==> src/rtl/fifo_arq_pkg.sv <==
// Shared definitions for the SECDED ARQ FIFO: error-injection codes, FSM states and
// the Hamming parity-bit count helper.
package fifo_arq_pkg;

    localparam logic [1:0] ErrNone   = 2'b00;
    localparam logic [1:0] ErrSingle = 2'b01;
    localparam logic [1:0] ErrDouble = 2'b10;
    localparam logic [1:0] ErrFirst  = 2'b11;

    typedef enum logic [1:0] {
        StIdle,
        StDecode,
        StResp
    } state_e;

    // Smallest P with 2^P >= data_width + P + 1.
    function automatic int unsigned secded_parity_bits(input int unsigned data_width);
        int unsigned p;
        p = 1;
        while ((32'd1 << p) < data_width + p + 1) p++;
        return p;
    endfunction

endpackage

==> src/rtl/fifo_secded_arq_if.sv <==
// Host-side bundle of the SECDED ARQ FIFO: write/read handshake, responses, status and
// statistics. The host drives through master, the FIFO implements slave.
interface fifo_secded_arq_if #(
    parameter int unsigned DATA_WIDTH = 8,
    parameter int unsigned FIFO_DEPTH = 4,
    parameter int unsigned CNT_WIDTH  = 8
);
    localparam int unsigned LW = $clog2(FIFO_DEPTH) + 1;

    logic                  wr_en;
    logic                  rd_en;
    logic [DATA_WIDTH-1:0] data_in;
    logic [1:0]            err_mode;
    logic [DATA_WIDTH-1:0] data_out;
    logic                  ack;
    logic                  nack;
    logic                  drop;
    logic                  busy;
    logic                  full;
    logic                  empty;
    logic [LW-1:0]         level;
    logic [CNT_WIDTH-1:0]  corr_cnt;
    logic [CNT_WIDTH-1:0]  uncorr_cnt;
    logic [CNT_WIDTH-1:0]  drop_cnt;

    modport master (
        output wr_en, rd_en, data_in, err_mode,
        input  data_out, ack, nack, drop, busy, full, empty, level,
        input  corr_cnt, uncorr_cnt, drop_cnt
    );

    modport slave (
        input  wr_en, rd_en, data_in, err_mode,
        output data_out, ack, nack, drop, busy, full, empty, level,
        output corr_cnt, uncorr_cnt, drop_cnt
    );

endinterface

==> src/rtl/secded_codec.sv <==
// Combinational Hamming SECDED codec. Codeword bit 0 is overall parity, bits 1..CW-1
// are Hamming positions with check bits at the powers of two.
module secded_codec
    import fifo_arq_pkg::*;
#(
    parameter int unsigned DATA_WIDTH = 8,
    localparam int unsigned P  = secded_parity_bits(DATA_WIDTH),
    localparam int unsigned CW = DATA_WIDTH + P + 1
) (
    input  logic [DATA_WIDTH-1:0] data_i,
    output logic [CW-1:0]         cw_o,
    input  logic [CW-1:0]         cw_i,
    output logic [DATA_WIDTH-1:0] data_o,
    output logic                  single_o,
    output logic                  double_o
);

    logic [CW-1:0] enc;
    logic [CW-1:0] fixed;
    logic [P-1:0]  syn;
    logic          par_bad;

    always_comb begin
        int unsigned k;
        enc = '0;
        k   = 0;
        for (int unsigned pos = 1; pos < CW; pos++) begin
            if ((pos & (pos - 1)) != 0) begin
                enc[pos] = data_i[k];
                k++;
            end
        end
        for (int unsigned i = 0; i < P; i++) begin
            for (int unsigned pos = 1; pos < CW; pos++) begin
                if (((pos >> i) & 1) != 0 && pos != (32'd1 << i)) begin
                    enc[32'd1 << i] = enc[32'd1 << i] ^ enc[pos];
                end
            end
        end
        enc[0] = ^enc[CW-1:1];
        cw_o   = enc;
    end

    always_comb begin
        int unsigned k;
        syn = '0;
        for (int unsigned i = 0; i < P; i++) begin
            for (int unsigned pos = 1; pos < CW; pos++) begin
                if (((pos >> i) & 1) != 0) syn[i] = syn[i] ^ cw_i[pos];
            end
        end
        par_bad = ^cw_i;
        fixed   = cw_i;
        // Zero syndrome with bad parity means only the overall parity bit flipped.
        if (par_bad && syn != '0 && 32'(syn) < CW) fixed[syn] = ~fixed[syn];
        data_o = '0;
        k      = 0;
        for (int unsigned pos = 1; pos < CW; pos++) begin
            if ((pos & (pos - 1)) != 0) begin
                data_o[k] = fixed[pos];
                k++;
            end
        end
        single_o = par_bad;
        double_o = (syn != '0) && !par_bad;
    end

endmodule

==> src/rtl/fifo_secded_arq.sv <==
// SECDED-protected FIFO with per-read error injection and ack/nack retry (ARQ).
// Define FIFO_ARQ_STATS_EN to build the corrected/uncorrectable/drop statistics counters.
module fifo_secded_arq
    import fifo_arq_pkg::*;
#(
    parameter int unsigned DATA_WIDTH = 8,
    parameter int unsigned FIFO_DEPTH = 4,
    parameter int unsigned MAX_RETRY  = 3,
    parameter int unsigned CNT_WIDTH  = 8
) (
    input logic               clk,
    input logic               rst,
    fifo_secded_arq_if.slave  bus
);

    localparam int unsigned P  = secded_parity_bits(DATA_WIDTH);
    localparam int unsigned CW = DATA_WIDTH + P + 1;
    localparam int unsigned AW = $clog2(FIFO_DEPTH);
    localparam int unsigned LW = AW + 1;

    state_e                state_q, state_d;
    logic [CW-1:0]         mem_q [FIFO_DEPTH];
    logic [AW-1:0]         wr_ptr_q, wr_ptr_d, rd_ptr_q, rd_ptr_d;
    logic [LW-1:0]         level_q, level_d;
    logic [CW-1:0]         cw_q, cw_d;
    logic [3:0]            retry_q, retry_d;
    logic                  first_q, first_d;
    logic [DATA_WIDTH-1:0] data_out_q, data_out_d;
    logic                  ack_q, ack_d, nack_q, nack_d, drop_q, drop_d;

    logic [CW-1:0]         wr_cw, inj_mask;
    logic [DATA_WIDTH-1:0] dec_data;
    logic                  dec_single, dec_double;
    logic                  push, pop, full, empty;

    logic [DATA_WIDTH-1:0] unused_enc_data;
    logic                  unused_enc_single, unused_enc_double;
    logic [CW-1:0]         unused_dec_cw;

    secded_codec #(.DATA_WIDTH(DATA_WIDTH)) u_enc (
        .data_i   (bus.data_in),
        .cw_o     (wr_cw),
        .cw_i     ({CW{1'b0}}),
        .data_o   (unused_enc_data),
        .single_o (unused_enc_single),
        .double_o (unused_enc_double)
    );

    secded_codec #(.DATA_WIDTH(DATA_WIDTH)) u_dec (
        .data_i   ({DATA_WIDTH{1'b0}}),
        .cw_o     (unused_dec_cw),
        .cw_i     (cw_q),
        .data_o   (dec_data),
        .single_o (dec_single),
        .double_o (dec_double)
    );

    assign full  = (level_q == LW'(FIFO_DEPTH));
    assign empty = (level_q == '0);

    always_comb begin
        state_d    = state_q;
        wr_ptr_d   = wr_ptr_q;
        rd_ptr_d   = rd_ptr_q;
        level_d    = level_q;
        cw_d       = cw_q;
        retry_d    = retry_q;
        first_d    = first_q;
        data_out_d = data_out_q;
        ack_d      = 1'b0;
        nack_d     = 1'b0;
        drop_d     = 1'b0;
        pop        = 1'b0;
        inj_mask   = '0;

        case (bus.err_mode)
            ErrNone:   inj_mask      = '0;
            ErrSingle: inj_mask[0]   = 1'b1;
            ErrDouble: inj_mask[1:0] = 2'b11;
            ErrFirst:  inj_mask[1:0] = {2{first_q}};
            default:   inj_mask      = '0;
        endcase

        unique case (state_q)
            StIdle: begin
                if (bus.rd_en && !empty) begin
                    cw_d    = mem_q[rd_ptr_q] ^ inj_mask;
                    state_d = StDecode;
                end
            end
            StDecode: begin
                state_d = StResp;
                if (!dec_double) begin
                    ack_d      = 1'b1;
                    data_out_d = dec_data;
                    pop        = 1'b1;
                end else begin
                    nack_d  = 1'b1;
                    retry_d = retry_q + 4'd1;
                    first_d = 1'b0;
                    if (retry_d == 4'(MAX_RETRY)) begin
                        drop_d = 1'b1;
                        pop    = 1'b1;
                    end
                end
            end
            StResp:  state_d = StIdle;
            default: state_d = StIdle;
        endcase

        if (pop) begin
            rd_ptr_d = rd_ptr_q + AW'(1);
            retry_d  = '0;
            first_d  = 1'b1;
        end

        // A pop frees the head slot this cycle, so a full buffer can still take a push.
        push = bus.wr_en && (!full || pop);
        if (push) wr_ptr_d = wr_ptr_q + AW'(1);

        if (push && !pop)      level_d = level_q + LW'(1);
        else if (!push && pop) level_d = level_q - LW'(1);
    end

    always_ff @(posedge clk) begin
        if (rst) begin
            state_q    <= StIdle;
            wr_ptr_q   <= '0;
            rd_ptr_q   <= '0;
            level_q    <= '0;
            cw_q       <= '0;
            retry_q    <= '0;
            first_q    <= 1'b1;
            data_out_q <= '0;
            ack_q      <= 1'b0;
            nack_q     <= 1'b0;
            drop_q     <= 1'b0;
        end else begin
            state_q    <= state_d;
            wr_ptr_q   <= wr_ptr_d;
            rd_ptr_q   <= rd_ptr_d;
            level_q    <= level_d;
            cw_q       <= cw_d;
            retry_q    <= retry_d;
            first_q    <= first_d;
            data_out_q <= data_out_d;
            ack_q      <= ack_d;
            nack_q     <= nack_d;
            drop_q     <= drop_d;
        end
    end

    always_ff @(posedge clk) begin
        if (push) mem_q[wr_ptr_q] <= wr_cw;
    end

    assign bus.data_out = data_out_q;
    assign bus.ack      = ack_q;
    assign bus.nack     = nack_q;
    assign bus.drop     = drop_q;
    assign bus.busy     = (state_q != StIdle);
    assign bus.full     = full;
    assign bus.empty    = empty;
    assign bus.level    = level_q;

`ifdef FIFO_ARQ_STATS_EN
    logic [CNT_WIDTH-1:0] corr_cnt_q, corr_cnt_d;
    logic [CNT_WIDTH-1:0] uncorr_cnt_q, uncorr_cnt_d;
    logic [CNT_WIDTH-1:0] drop_cnt_q, drop_cnt_d;

    always_comb begin
        corr_cnt_d   = corr_cnt_q;
        uncorr_cnt_d = uncorr_cnt_q;
        drop_cnt_d   = drop_cnt_q;
        if (ack_d && dec_single && corr_cnt_q != '1) corr_cnt_d = corr_cnt_q + CNT_WIDTH'(1);
        if (nack_d && uncorr_cnt_q != '1) uncorr_cnt_d = uncorr_cnt_q + CNT_WIDTH'(1);
        if (drop_d && drop_cnt_q != '1) drop_cnt_d = drop_cnt_q + CNT_WIDTH'(1);
    end

    always_ff @(posedge clk) begin
        if (rst) begin
            corr_cnt_q   <= '0;
            uncorr_cnt_q <= '0;
            drop_cnt_q   <= '0;
        end else begin
            corr_cnt_q   <= corr_cnt_d;
            uncorr_cnt_q <= uncorr_cnt_d;
            drop_cnt_q   <= drop_cnt_d;
        end
    end

    assign bus.corr_cnt   = corr_cnt_q;
    assign bus.uncorr_cnt = uncorr_cnt_q;
    assign bus.drop_cnt   = drop_cnt_q;
`else
    logic unused_dec_single;
    assign unused_dec_single = dec_single;

    assign bus.corr_cnt   = {CNT_WIDTH{1'b0}};
    assign bus.uncorr_cnt = {CNT_WIDTH{1'b0}};
    assign bus.drop_cnt   = {CNT_WIDTH{1'b0}};
`endif

endmodule

==> src/flat_wrapper.sv <==
// flat-port wrapper written by rule: the top's interface ports become plain ports
module fifo_secded_arq_flat import fifo_arq_pkg::*;
#(
    parameter int unsigned DATA_WIDTH = 8,
    parameter int unsigned FIFO_DEPTH = 4,
    parameter int unsigned MAX_RETRY  = 3,
    parameter int unsigned CNT_WIDTH  = 8
)
  (clk, rst, bus_wr_en, bus_rd_en, bus_data_in, bus_err_mode, bus_data_out, bus_ack, bus_nack, bus_drop, bus_busy, bus_full, bus_empty, bus_level, bus_corr_cnt, bus_uncorr_cnt, bus_drop_cnt);
  fifo_secded_arq_if #(.DATA_WIDTH(DATA_WIDTH), .FIFO_DEPTH(FIFO_DEPTH), .CNT_WIDTH(CNT_WIDTH)) bus_i ();
  input logic clk;
  input logic rst;
  input wire logic [$bits(bus_i.wr_en)-1:0] bus_wr_en;
  input wire logic [$bits(bus_i.rd_en)-1:0] bus_rd_en;
  input wire logic [$bits(bus_i.data_in)-1:0] bus_data_in;
  input wire logic [$bits(bus_i.err_mode)-1:0] bus_err_mode;
  output wire logic [$bits(bus_i.data_out)-1:0] bus_data_out;
  output wire logic [$bits(bus_i.ack)-1:0] bus_ack;
  output wire logic [$bits(bus_i.nack)-1:0] bus_nack;
  output wire logic [$bits(bus_i.drop)-1:0] bus_drop;
  output wire logic [$bits(bus_i.busy)-1:0] bus_busy;
  output wire logic [$bits(bus_i.full)-1:0] bus_full;
  output wire logic [$bits(bus_i.empty)-1:0] bus_empty;
  output wire logic [$bits(bus_i.level)-1:0] bus_level;
  output wire logic [$bits(bus_i.corr_cnt)-1:0] bus_corr_cnt;
  output wire logic [$bits(bus_i.uncorr_cnt)-1:0] bus_uncorr_cnt;
  output wire logic [$bits(bus_i.drop_cnt)-1:0] bus_drop_cnt;
  assign bus_i.wr_en = bus_wr_en;
  assign bus_i.rd_en = bus_rd_en;
  assign bus_i.data_in = bus_data_in;
  assign bus_i.err_mode = bus_err_mode;
  assign bus_data_out = bus_i.data_out;
  assign bus_ack = bus_i.ack;
  assign bus_nack = bus_i.nack;
  assign bus_drop = bus_i.drop;
  assign bus_busy = bus_i.busy;
  assign bus_full = bus_i.full;
  assign bus_empty = bus_i.empty;
  assign bus_level = bus_i.level;
  assign bus_corr_cnt = bus_i.corr_cnt;
  assign bus_uncorr_cnt = bus_i.uncorr_cnt;
  assign bus_drop_cnt = bus_i.drop_cnt;
  fifo_secded_arq #(.DATA_WIDTH(DATA_WIDTH), .FIFO_DEPTH(FIFO_DEPTH), .MAX_RETRY(MAX_RETRY), .CNT_WIDTH(CNT_WIDTH)) u_core (.clk(clk), .rst(rst), .bus(bus_i));
endmodule
==> config.mk <==
export PLATFORM = sky130hd
export DESIGN_NAME = fifo_secded_arq_flat
export DESIGN_NICKNAME = d
export VERILOG_FILES = /design/src/rtl/fifo_arq_pkg.sv /design/src/rtl/fifo_secded_arq_if.sv /design/src/rtl/secded_codec.sv /design/src/rtl/fifo_secded_arq.sv /design/src/flat_wrapper.sv
export SDC_FILE = /design/constraint.sdc
export NUM_CORES = 1
export LEC_CHECK = 0
export CAP_MARGIN = 5
export CORE_UTILIZATION = 50
export DETAILED_ROUTE_END_ITERATION = 16
export PLACE_DENSITY = 0.86
export SLEW_MARGIN = 20
export SYNTH_ARGS = -nofsm -noshare
export SYNTH_HDL_FRONTEND = slang
export SYNTH_SLANG_ARGS = --single-unit
==> constraint.sdc <==
create_clock -name clk -period 3.1 [get_ports clk]
set_input_delay 0.62 -clock clk [delete_from_list [all_inputs] [get_ports clk]]
set_output_delay 0.62 -clock clk [all_outputs]
set_load 0.05 [all_outputs]
# ---- Word-level counts from Yosys, hierarchy flattened
# Memory sizes are Yosys's and may differ from the RTL's. A register that Yosys moved wholly into a read port is not among the register bits.
# Index checks and enable logic that the tools add are counted.
dict set report totals {
  regBits 38
  latch_bits 0
  ramBits 52
  rom_bits 0
  inputBits 14
  wordCells 113
  n_memories 1
}
dict set report classes {
  add_sub_neg 5
  n_mul 0
  div 0
  magnitude_cmp 3
  eq_ne 7
  shift 0
  mux 21
  bitwise 36
  n_reduce_logical 29
}
# memory depth word_bits read_ports rd_ports_with_merged_regs write_ports line_no
set mem_list {}
lappend mem_list {u_core.mem_q 4 13 1 1 1 fifo_secded_arq.sv:22} ;# logic [CW-1:0] mem_q [FIFO_DEPTH];
# operator n
set ops {}
lappend ops {{$xor 1x1->1} 32}
lappend ops {{$bwmux 13} 1}
lappend ops {{$mux 13} 1}
lappend ops {{$reduce_xor 13->1} 1}
lappend ops {{$xor 13x2->13} 1}
lappend ops {{$reduce_xor 12->1} 1}
lappend ops {{$mux 1} 9}
lappend ops {{$logic_and 1x1->1} 8}
lappend ops {{$mux 2} 3}
lappend ops {{$mux 3} 2}
lappend ops {{$reduce_and 2->1} 3}
lappend ops {{$reduce_or 2->1} 3}
lappend ops {{$logic_not 1->1} 5}
lappend ops {{$lt 4x5->1 const B} 1}
lappend ops {{$add 2x1->2 const B} 2}
lappend ops {{$add 4x1->4 const B} 1}
lappend ops {{$bmux 1 s4} 1}
lappend ops {{$demux 1 s4} 1}
lappend ops {{$eq 2x1->1 const B} 2}
lappend ops {{$eq 2x2->1 const B} 2}
lappend ops {{$eq 4x2->1 const B} 1}
lappend ops {{$ge 4x1->1 const B} 1}
lappend ops {{$logic_not 2->1} 2}
lappend ops {{$lt 4x4->1 const B} 1}
lappend ops {{13 further kinds} 16}

# ---- Longest topological paths before layout
dict set report logic_depth {
  depth_word 15
  ltp_mapped 13
  depth_no_buf 13
}

# ---- Cells and area by module
# Synthesis repeated with hierarchy kept, for this count alone.
dict set report unflattened {
  cells_unflattened 492
  hier_area_um2 5431.5
}
# module instances cells_per_inst area_each_um2 seq_area_each_um2
set by_module_without_submodules {}
lappend by_module_without_submodules {fifo_secded_arq 1 300 3799.9 2362.3}
lappend by_module_without_submodules {{secded_codec at u_core.u_enc} 1 106 860.8 0.0}
lappend by_module_without_submodules {{secded_codec at u_core.u_dec} 1 86 770.7 0.0}

# ---- Worst setup path before layout
# No wires, ideal clock.
dict set report synth_timing {
  kind {register to register}
  startpoint {register u_core.cw_q[11]}
  endpoint {register u_core.level_q[2], in the netlist u_core.bus.level[2]}
  arrival_ns 2.957
  required_time_ns 3.030
  setup_slack_ns 0.073
  path_stages_with_launch 13
  synth_period_minus_slack_ns 3.027
  path_cell_list {dfxtp_1 buf_2 xnor2_2 xnor3_1 nor2_4 o21ai_4 a31oi_4 ha_1 inv_1 fa_1 xor2_1 or3_1 a21oi_1}
}
dict set report synth_between {
  elab_chain_cells 11
  elab_cells_between_ends 18
}
# item line_no
set synth_lines {}
lappend synth_lines {{start: declaration} fifo_secded_arq.sv:25} ;# logic [CW-1:0] cw_q, cw_d;
lappend synth_lines {{start signal: assignment} fifo_secded_arq.sv:143} ;# cw_q <= cw_d;
lappend synth_lines {{$xor 1x1->1 (2 in a row)} secded_codec.sv:49} ;# if (((pos >> i) & 1) != 0) syn[i] = syn[i] ^ cw_i[pos];
lappend synth_lines {{$reduce_bool 4->1} secded_codec.sv:65} ;# double_o = (syn != '0) && !par_bad;
lappend synth_lines {{$logic_and 1x1->1 *} secded_codec.sv:65}
lappend synth_lines {{$mux 1 *} fifo_secded_arq.sv:93} ;# if (!dec_double) begin
lappend synth_lines {{$mux 1 *} fifo_secded_arq.sv:84} ;# unique case (state_q)
lappend synth_lines {{$logic_or 1x1->1 *} fifo_secded_arq.sv:118} ;# push = bus.wr_en && (!full || pop);
lappend synth_lines {{$logic_and 1x1->1 *} fifo_secded_arq.sv:118}
lappend synth_lines {{net u_core.push} fifo_secded_arq.sv:34} ;# logic push, pop, full, empty;
lappend synth_lines {{$logic_not 1->1} fifo_secded_arq.sv:122} ;# else if (!push && pop) level_d = level_q - LW'(1);
lappend synth_lines {{$logic_and 1x1->1} fifo_secded_arq.sv:122}
lappend synth_lines {{$reduce_bool 2->1 (no source line)} n/a}
lappend synth_lines {{end signal: assignment} fifo_secded_arq.sv:142} ;# level_q <= level_d;
lappend synth_lines {{end: declaration} fifo_secded_arq.sv:24} ;# logic [LW-1:0] level_q, level_d;
# Mark *: on every way through the listed nets, which the timed path passes. The rest lies on a longest branch.
# A chain may end at the register's enable or synchronous reset.

# ---- Final worst setup path
dict set report layout_timing {
  startpoint {register u_core.cw_q[3]}
  endpoint {register u_core.level_q[2], in the netlist u_core.bus.level[2]}
}
dict set report layout_between {
  elab_chain_cells 14
  elab_cells_between_ends 24
}
# item line_no
set layout_lines {}
lappend layout_lines {{$xor 1x1->1 (5 in a row)} secded_codec.sv:49}
lappend layout_lines {{$reduce_bool 4->1} secded_codec.sv:65}
lappend layout_lines {{$logic_and 1x1->1 *} secded_codec.sv:65}
lappend layout_lines {{$mux 1 *} fifo_secded_arq.sv:93}
lappend layout_lines {{$mux 1 *} fifo_secded_arq.sv:84}
lappend layout_lines {{$logic_or 1x1->1 *} fifo_secded_arq.sv:118}
lappend layout_lines {{$logic_and 1x1->1 *} fifo_secded_arq.sv:118}
lappend layout_lines {{net u_core.push} fifo_secded_arq.sv:34}
lappend layout_lines {{$logic_not 1->1} fifo_secded_arq.sv:122}
lappend layout_lines {{$logic_and 1x1->1} fifo_secded_arq.sv:122}
lappend layout_lines {{$reduce_bool 2->1 (no source line)} n/a}
# Marked as above.

==> run_results.csv <==
group,metric,value,unit
status,status,"completed",
sta,tightest_slew,0.609,ns
global_routing,grt_pass1_vias,2557,
place,pre_cts_ws,-0.00870,ns
finish,area_growth,14.7,%
worst_setup_path,crit_slowest_cell,"xnor3_2",
pwr,power.switching,2080,µW
synth,synth.area.top_cells,"edfxtp_1 35%, dfxtp_1 18%, mux4_2 6.6%, xnor2_1 6.0%, buf_4 4.3%",
synth,async_flop_share,0,
synth,synth-seq-cells,92,
floorplan,design.die.area,9190,µm²
floorplan,io_pins,55,
floorplan,rows,33,
worst_setup_path,cp.required,3.40,ns
worst_setup_path,arrival,3.26,ns
sta,period_needed,2.96,ns
synth,synth.top_cell.area_share,0.354,
synth,synth-edff-count,52,
finish,nNetsFinal,425,
global_routing,grt_antenna_before_repair,0,
clock_network,cts_root_buffer,"clkbuf_8",
clock_network,cts.htree.levels,3,
synth,synthFlopType,"edfxtp_1",
synth,ys_warn_count,0,
pwr,p_comb_frac,0.505,
synth,synth_most_common_cell,"edfxtp_1",
synth,syn_area,4410,µm²
pwr,seq_power_share,0.347,
worst_setup_path,critPathKind,"flop to flop",
worst_setup_path,crit_fanout,7,
floorplan,initial_core_util,0.526,
routing,drtPass1Iterations,4,
worst_setup_path,end_kind,"flop",
routing,drt_iter0_drc,110,
worst_setup_path,slowest_delay,0.47,ns
place,gp_congestion,0.832,
synth,seq_area_frac_synth,0.536,
sta,setup_viol,0,
sta,skew,0.0133,ns
floorplan,core_area,8380,µm²
routing,wirelength,7440,µm
pwr,swShare,0.414,
flow_run,drv_cap,0,
global_routing,gr-total-overflow,0,
pwr,irDropWorstVdd,0.471,mV
pwr,power.density,996,nW/µm²
pwr,internal_power,2950,µW
finish,layout-drive-gt1-share,0.173,
clock_network,clock-sinks,92,
finish,antennaDiodeCount,0,
synth,synth_commonest_cells,"52 x edfxtp_1, 40 x dfxtp_1, 34 x nand2_1",
synth,yosys.area.top_type,"edfxtp_1",
global_routing,grt_start_max_net_pins,27,
worst_setup_path,cp_num_buf_inv,1,
clock_network,cts_buffers,9,
min_path,hp-class,"flop to flop",
clock_network,hold_buffers,0,
global_routing,grtUsageTotal,0.181,
routing,drc,0,
routing,ant_nets,0,
synth,post_synth_num_cell_types,51,
clock_network,clk_latency,0.36,ns
clock_network,cts_max_path_buffers,2,
place,dp.cells,492,
sta,finalCritPeriodShare,0.955,
routing,vias_per_cell,5.13,
sta,setup_ws,0.140,ns
place,hpwl,5280,µm
finish,fin_cells,510,
routing,via_count,2614,
sta,finalHoldViolCount,0,
place,io_buffers,30,
sta,fmax,0.338,GHz
worst_setup_path,startpoint_type,"flop",
sta,slew_viol_final,0,
floorplan,die_w,95.9,µm
clock_network,path_clk_slew,0.10,ns
floorplan,die_y,95.9,µm
worst_setup_path,crit_chain,"xnor2_2, xnor3_2, nor2_4, o21ai_4, a31oi_4, ha_1, inv_1, fa_1, xor2_1, or3_1, a21oi_1",
clock_network,cts_tree,"built",
pwr,power.leakage,0.00180,µW
synth,synth_area_per_cell,12.4,µm²
pwr,p_clk_frac,0.149,
routing,wl_per_cell,14.6,µm
worst_setup_path,crit_family,"XOR/XNOR gates",
synth,syn_inst,355,
global_routing,grt_pass1_wl,12200,µm
sta,maxSlewHeadroom,0.594,
worst register-to-register path, cell delays in order (launching register included):
cell	delay [ns]
dfxtp_1	0.38
xnor2_2	0.31
xnor3_2	0.47
nor2_4	0.17
o21ai_4	0.12
a31oi_4	0.20
ha_1	0.20
inv_1	0.06
fa_1	0.38
xor2_1	0.18
or3_1	0.30
a21oi_1	0.14
power by group through the flow:
stage | combinational (µW) | sequential, µW | clock (µW)
after CTS | 2410 | 1740 | 762
after global routing | 2740 | 1780 | 805
after detailed placement | 2400 | 1760 | 0
final | 2540 | 1740 | 747
after global placement | 2330 | 1740 | 0
after floorplan | 1850 | 1790 | 0
kinds of logic (layout without fill, tap and decap cells):
logic type | Yosys count | after routing | synth area share
and+or+nand+nor | 91 | 91 | 0.0974
adders and majority gates | 11 | 11 | 0.0329
muxes | 20 | 20 | 0.0824
buffers and inverters | 45 | 72 | 0.0605
xor gates and xnor gates | 49 | 49 | 0.115
AOI/OAI and AO/OA | 46 | 46 | 0.0750
other | 1 | 24 | 0.000851
DFF | 92 | 92 | 0.536
layer usage:
metal	track usage	share of wire	wire length (µm)	vias up
met5	0	0	0	-
met4	0.0697	0.0098	73	0
met3	0.0379	0.035	257	5
met2	0.310	0.51	3800	74
met1	0.225	0.44	3310	1243
li1	-	-	-	1292
sequential cells by signal, indices dropped and copies added, names as in the netlist, 2 cells and up, named ones only:
register             count
u_core.mem_q            52
u_core.retry_q           4
u_core.cw_q             13
u_core.bus.level         3
u_core.state_q           2
u_core.rd_ptr_q          2
u_core.wr_ptr_q          2
u_core.bus.data_out      8
final cells by class:
class / count / area [µm²]
Timing Repair Buffer: 45 / 413
Tap cell: 105 / 131
Clock inverter: 6 / 53.8
Fill cell: 632 / 3330
Inverter: 11 / 41.3
Multi-Input combinational cell: 241 / 1920
Clock buffer: 10 / 128
Sequential cell: 92 / 2370
stage by stage:
step / TNS, ns / hold WS (ns) / instance area [µm²] / total power [µW] / utilization
final: 0 / 0.472 / 5050 / 5030 / 0.603
after global routing: -0.000745 / 0.500 / 5050 / 5320 / 0.603
after CTS: 0 / 0.472 / 4980 / 4910 / 0.595
after detailed placement: -0.00870 / 0.446 / 4800 / 4160 / 0.572
after global placement: 0 / 0.446 / 4800 / 4070 / 0.572
after floorplan: 0 / 0.449 / 4490 / 3640 / -
repair_timing:
item                                    in CTS  in global routing
setup buffers                                0                  2
pin swaps                                    0                  2
endpoints found under the setup margin       1                  1
gates resized for setup                      1                 10
placed cells by master, fill, tap and decap left out, types with 4 or more instances in the layout:
master | Yosys | routed
clkdlybuf4s50_1 | 0 | 30
nand2_1 | 34 | 34
mux2i_1 | 7 | 7
xnor2_1 | 30 | 25
nor2_1 | 25 | 25
clkbuf_8 | 0 | 9
buf_4 | 25 | 15
ha_1 | 10 | 10
edfxtp_1 | 52 | 52
dfxtp_1 | 40 | 37
and2_1 | 5 | 5
xnor2_2 | 2 | 6
o2bb2ai_1 | 6 | 6
mux4_2 | 13 | 13
o21ai_0 | 6 | 6
xor2_1 | 12 | 12
inv_1 | 11 | 11
nor3_1 | 5 | 4
a21oi_1 | 20 | 20
conb_1 | 1 | 24
worst paths after layout:
check | start | end | slack (ns) | cells after the start
max | u_core.cw_q[3] | u_core.bus.level[2] | 0.14 | 11
min | u_core.bus.data_out[2] | u_core.bus.data_out[2] | 0.47 | 1
max reg2reg | u_core.cw_q[3] | u_core.bus.level[2] | 0.14 | 11
min reg2reg | u_core.bus.data_out[2] | u_core.bus.data_out[2] | 0.47 | 1
(Power assumes the default switching activity.)
==> RTL change 1, RTL diff (config.mk and constraints unchanged) <==
Re-encode `state_e` (3 states) as one-hot, 3 bits wide.
--- a/src/rtl/fifo_arq_pkg.sv
+++ b/src/rtl/fifo_arq_pkg.sv
@@ -9,6 +9,6 @@
 
-    typedef enum logic [1:0] {
-        StIdle,
-        StDecode,
-        StResp
+    typedef enum logic [2:0] {
+        StIdle   = 3'b001,
+        StDecode = 3'b010,
+        StResp   = 3'b100
     } state_e;
Formal check against the unedited RTL: same outputs for any inputs over 4 cycles, from zero or initial values and one cycle with rst high; so few cycles prove little.
==> RTL change 1 against the original RTL <==
- final area increased by 7.0%
- largest power group unchanged
- count of clock-buffer cells in the layout shrank 1
- synthesized area increased by 6.1%
- largest cell class unchanged
- worst setup slack got worse by 0.039 ns
- fmax is 1.3% lower
- final cell count rose by 6.9%
- clock skew is essentially flat
- highest routed layer unchanged
- sequential cell count rose by 1
- clock power up 6.3%
- routed wire length increased by 14%
- power is 13% higher
==> RTL change 1: results <==
{
  "status": "finished, final reports clean",
  "final_nets": 457,
  "worstHoldEndpoint": "u_core.bus.data_out[7]$_SDFFE_PP0P_",
  "ys_types": 57,
  "grt_usage": 0.178,
  "hold_path_startpoint": "u_core.bus.data_out[7]$_SDFFE_PP0P_",
  "rrSetupSlack_ns": 0.10,
  "drt_iter0_drc": 183,
  "grt_pass1_wl_um": 13300,
  "reg2regPathDepth": 13,
  "multi_input_area_um2": 2150,
  "globalplace.congestion": 0.928,
  "clk_share": 0.0364,
  "synth_area_leaders": "edfxtp_1, dfxtp_1, mux4_2",
  "seq_area_frac": 0.441,
  "arrival_ns": 3.30,
  "grt_max_degree": 32,
  "yosysSeqAreaShare": 0.509,
  "globalRouteMet3Util": 0.0440,
  "synth_commonest_cells": "edfxtp_1, dfxtp_1, nand2_1, nor2_1, buf_4",
  "grt_pass1_vias": 2793,
  "fin_worst_skew_ns": 0.0135,
  "crit_path_max_incr_delay_ns": 0.37,
  "routed.top_layer": "met4",
  "cellLeakagePower_nw": 1.95,
  "met2_usage": 0.319,
  "met3_length_um": 301,
  "switching_power_mw": 2.47,
  "synth.avg_cell_area_um2": 12.2,
  "vias": 2935,
  "clkLatencyLatePin_ns": 0.37,
  "multi_input_gates": 261,
  "rows": 34,
  "post-place-ws_ns": 0.0717,
  "dr.pass1.iters": 4,
  "critPathMaxFanout": 6,
  "area_share_nonclk_buffers": 0.0885,
  "post_dp_cell_area_um2": 5090,
  "hpwl_um": 5800,
  "cts_root_buffer": "clkbuf_8",
  "fin_hold_ws_ns": 0.493,
  "design.seq.count": 93,
  "buffers_excl_clock": 52,
  "grt_use_met1": 0.209,
  "cpMaxStageDelayCell": "fa_1",
  "multi_input_area_share": 0.398,
  "fill_cells": 672,
  "drive_gt1_frac": 0.181,
  "fin_cells": 545,
  "placed_cells": 526,
  "worst_pin_slew_ns": 0.621,
  "inverters_excl_clock": 15,
  "routed-wl-met2_um": 4400,
  "peakVddDrop_v": 0.000622,
  "wl_met1_um": 3650,
  "routed_wl_um": 8460
}
-- RTL change 1: cell count changes after synthesis, sizes merged, moves of 3 or more --
cell	change
o22ai	+4
inv	+4
nand2	+5
xnor2	-5
mux2i	+4
o2bb2ai	-6
buf	+3
xor2	-3
-- RTL change 1: worst max-delay path by stage --
stage                                      start                               end  slack (ns)
floorplan           u_core.cw_q[12]$_SDFFE_PP0P_  u_core.bus.level[2]$_SDFFE_PP0P_        0.07
global placement     u_core.cw_q[3]$_SDFFE_PP0P_  u_core.bus.level[2]$_SDFFE_PP0P_        0.19
detailed placement   u_core.cw_q[3]$_SDFFE_PP0P_  u_core.bus.level[2]$_SDFFE_PP0P_        0.07
CTS                  u_core.cw_q[3]$_SDFFE_PP0P_  u_core.bus.level[2]$_SDFFE_PP0P_        0.02
global route         u_core.cw_q[3]$_SDFFE_PP0P_  u_core.bus.level[2]$_SDFFE_PP0P_       -0.02
finish               u_core.cw_q[3]$_SDFFE_PP0P_  u_core.bus.level[2]$_SDFFE_PP0P_        0.10
-- RTL change 1: repair_timing --
item	CTS	global route
hold endpoints to repair	0	0
buffers inserted	0	3
gates resized for setup	0	13
setup endpoints to repair	0	1
-- RTL change 1: logic make-up (layout without fill, tap and decap cells) --
group,count (synthesis),after routing,synth area share
other cells,1,24,0.000802
flops,93,93,0.510
buf+inv,53,83,0.0664
fa+ha+maj,11,11,0.0310
mux,25,25,0.0886
xor+xnor,44,44,0.120
compound gates,56,56,0.0838
simple gates,101,101,0.100
-- RTL change 1: power groups by stage --
stage	Sequential (mW)	Clock [mW]	Combinational [mW]
after detailed placement	1.73	0	2.89
after floorplan	1.76	0	2.22
after CTS	1.71	0.817	2.91
final	1.71	0.794	3.19
after global placement	1.71	0	2.82
after global routing	1.74	0.861	3.45
==> RTL change 2, RTL diff (same flow settings) <==
Without the edit above. Build with the macro `FIFO_ARQ_STATS_EN` defined.
--- a/src/rtl/fifo_secded_arq.sv
+++ b/src/rtl/fifo_secded_arq.sv
@@ -2,2 +2,4 @@
 // Define FIFO_ARQ_STATS_EN to build the corrected/uncorrectable/drop statistics counters.
+`define FIFO_ARQ_STATS_EN
+
 module fifo_secded_arq
Check against the original RTL: not equivalent (a bounded check fails within 4 cycles, from zero or initial values and one cycle with rst high).
==> RTL change 2 against the original RTL <==
- sequential cell count up 24
- routed wire length up 64%
- non-clock buffer count up 32
- worst setup slack worse by 0.039 ns
- critical path depth down 1
- final area up 37%
- synthesized cell count up 35%
- synthesized area up 25%
- die area up 24%
- first-iteration DRC count up 98%
- power up 43%
- global-route usage up 4.7 points
- clock skew down 0.0050 ns
- largest cell class unchanged
==> RTL change 2: results <==
{
  "grt_pass1_wl_um": 19700,
  "globalRouteMet3Util": 0.0650,
  "post_dp_cell_area_um2": 6320,
  "port_buffers": 54,
  "rrSetupSlack_ns": 0.10,
  "peakVddDrop_v": 0.000619,
  "drive_gt1_frac": 0.160,
  "cpMaxStageDelayCell": "xnor3_1",
  "grt_usage": 0.228,
  "fin_worst_skew_ns": 0.00828,
  "finalCriticalPeriod_ns": 3.00,
  "synth_area_leaders": "edfxtp_1, dfxtp_1, mux4_2",
  "fin_cells": 705,
  "hpwl_um": 8030,
  "yosysSeqAreaShare": 0.516,
  "routed-wl-met2_um": 6470,
  "vias_per_cell": 5.67,
  "grt_pass1_vias": 4107,
  "status": "finished, final reports clean",
  "cp-startpoint": "u_core.cw_q[8]$_SDFFE_PP0P_",
  "worst_pin_slew_ns": 0.694,
  "final_nets": 584,
  "met2_usage": 0.395,
  "ys_types": 61,
  "post-place-ws_ns": -0.0231
}
-- RTL change 2: cell count changes after synthesis, moves of 5 or more --
| cell | before | now |
|---|---|---|
| a21oi_1 | 20 | 26 |
| a31oi_1 | 1 | 6 |
| and3_1 | 1 | 9 |
| buf_4 | 25 | 2 |
| dfxtp_1 | 40 | 64 |
| inv_1 | 11 | 17 |
| nand2_1 | 34 | 40 |
| nand3_1 | 3 | 11 |
| nand4_1 | 2 | 12 |
| nor2_1 | 25 | 43 |
| or3_1 | 1 | 7 |
| xor2_1 | 12 | 24 |
-- RTL change 2: repair_timing --
action	4_1_cts	5_1_grt
resized for setup	1	4
endpoints found under the setup margin	1	1
buffers inserted	0	3
pin swaps	0	4
cloned	0	0
-- RTL change 2: cells by family after synthesis --
logic type      Yosys count  synth area share
fa+ha+maj                14            0.0332
simple gates            156             0.138
mux                      22            0.0704
buf+inv                  38            0.0288
flops                   116             0.516
compound gates           75            0.0952
xor+xnor                 60             0.118
-- RTL change 2: worst min path at each step --
stage | start | to | slack (ns)
final | u_core.bus.data_out[1]$_SDFFE_PP0P_ | u_core.bus.data_out[1]$_SDFFE_PP0P_ | 0.47
after global routing | u_core.bus.data_out[2]$_SDFFE_PP0P_ | u_core.bus.data_out[2]$_SDFFE_PP0P_ | 0.49
after global placement | u_core.bus.data_out[3]$_SDFFE_PP0P_ | u_core.bus.data_out[3]$_SDFFE_PP0P_ | 0.46
after CTS | u_core.bus.data_out[3]$_SDFFE_PP0P_ | u_core.bus.data_out[3]$_SDFFE_PP0P_ | 0.48
after detailed placement | u_core.bus.data_out[3]$_SDFFE_PP0P_ | u_core.bus.data_out[3]$_SDFFE_PP0P_ | 0.46
after floorplan | u_core.first_q$_SDFFE_PP1P_ | u_core.first_q$_SDFFE_PP1P_ | 0.45
-- RTL change 2: final cells by class --
type,count,area (µm²)
Timing Repair Buffer,77,708
Fill cell,743,3610
Inverter,17,63.8
Sequential cell,116,2850
Tap cell,136,170
Clock inverter,14,125
Multi-Input combinational cell,327,2560
Clock buffer,18,418
-- RTL change 2: power by group --
group | switching (mW) | total (mW) | internal, mW
combinational | 1.95 | 3.29 | 1.34
clock | 0.721 | 1.79 | 1.07
sequential | 0.193 | 2.09 | 1.90
-- RTL change 2: worst reg2reg max path, cell delays in order (launching register included) --
cell,delay [ns]
dfxtp_2,0.37
xnor3_1,0.45
xor2_2,0.25
xnor3_2,0.38
a31oi_4,0.18
ha_2,0.21
inv_1,0.06
fa_1,0.38
xor2_1,0.18
or3_1,0.32
a21oi_1,0.16
-- RTL change 2: through the flow --
step	TNS (ns)	power [mW]
6_report	0	7.17
4_1_cts	0	7.13
2_1_floorplan	0	4.44
3_3_place_gp	0	5.14
3_5_place_dp	-0.0231	5.30
5_1_grt	0	7.53
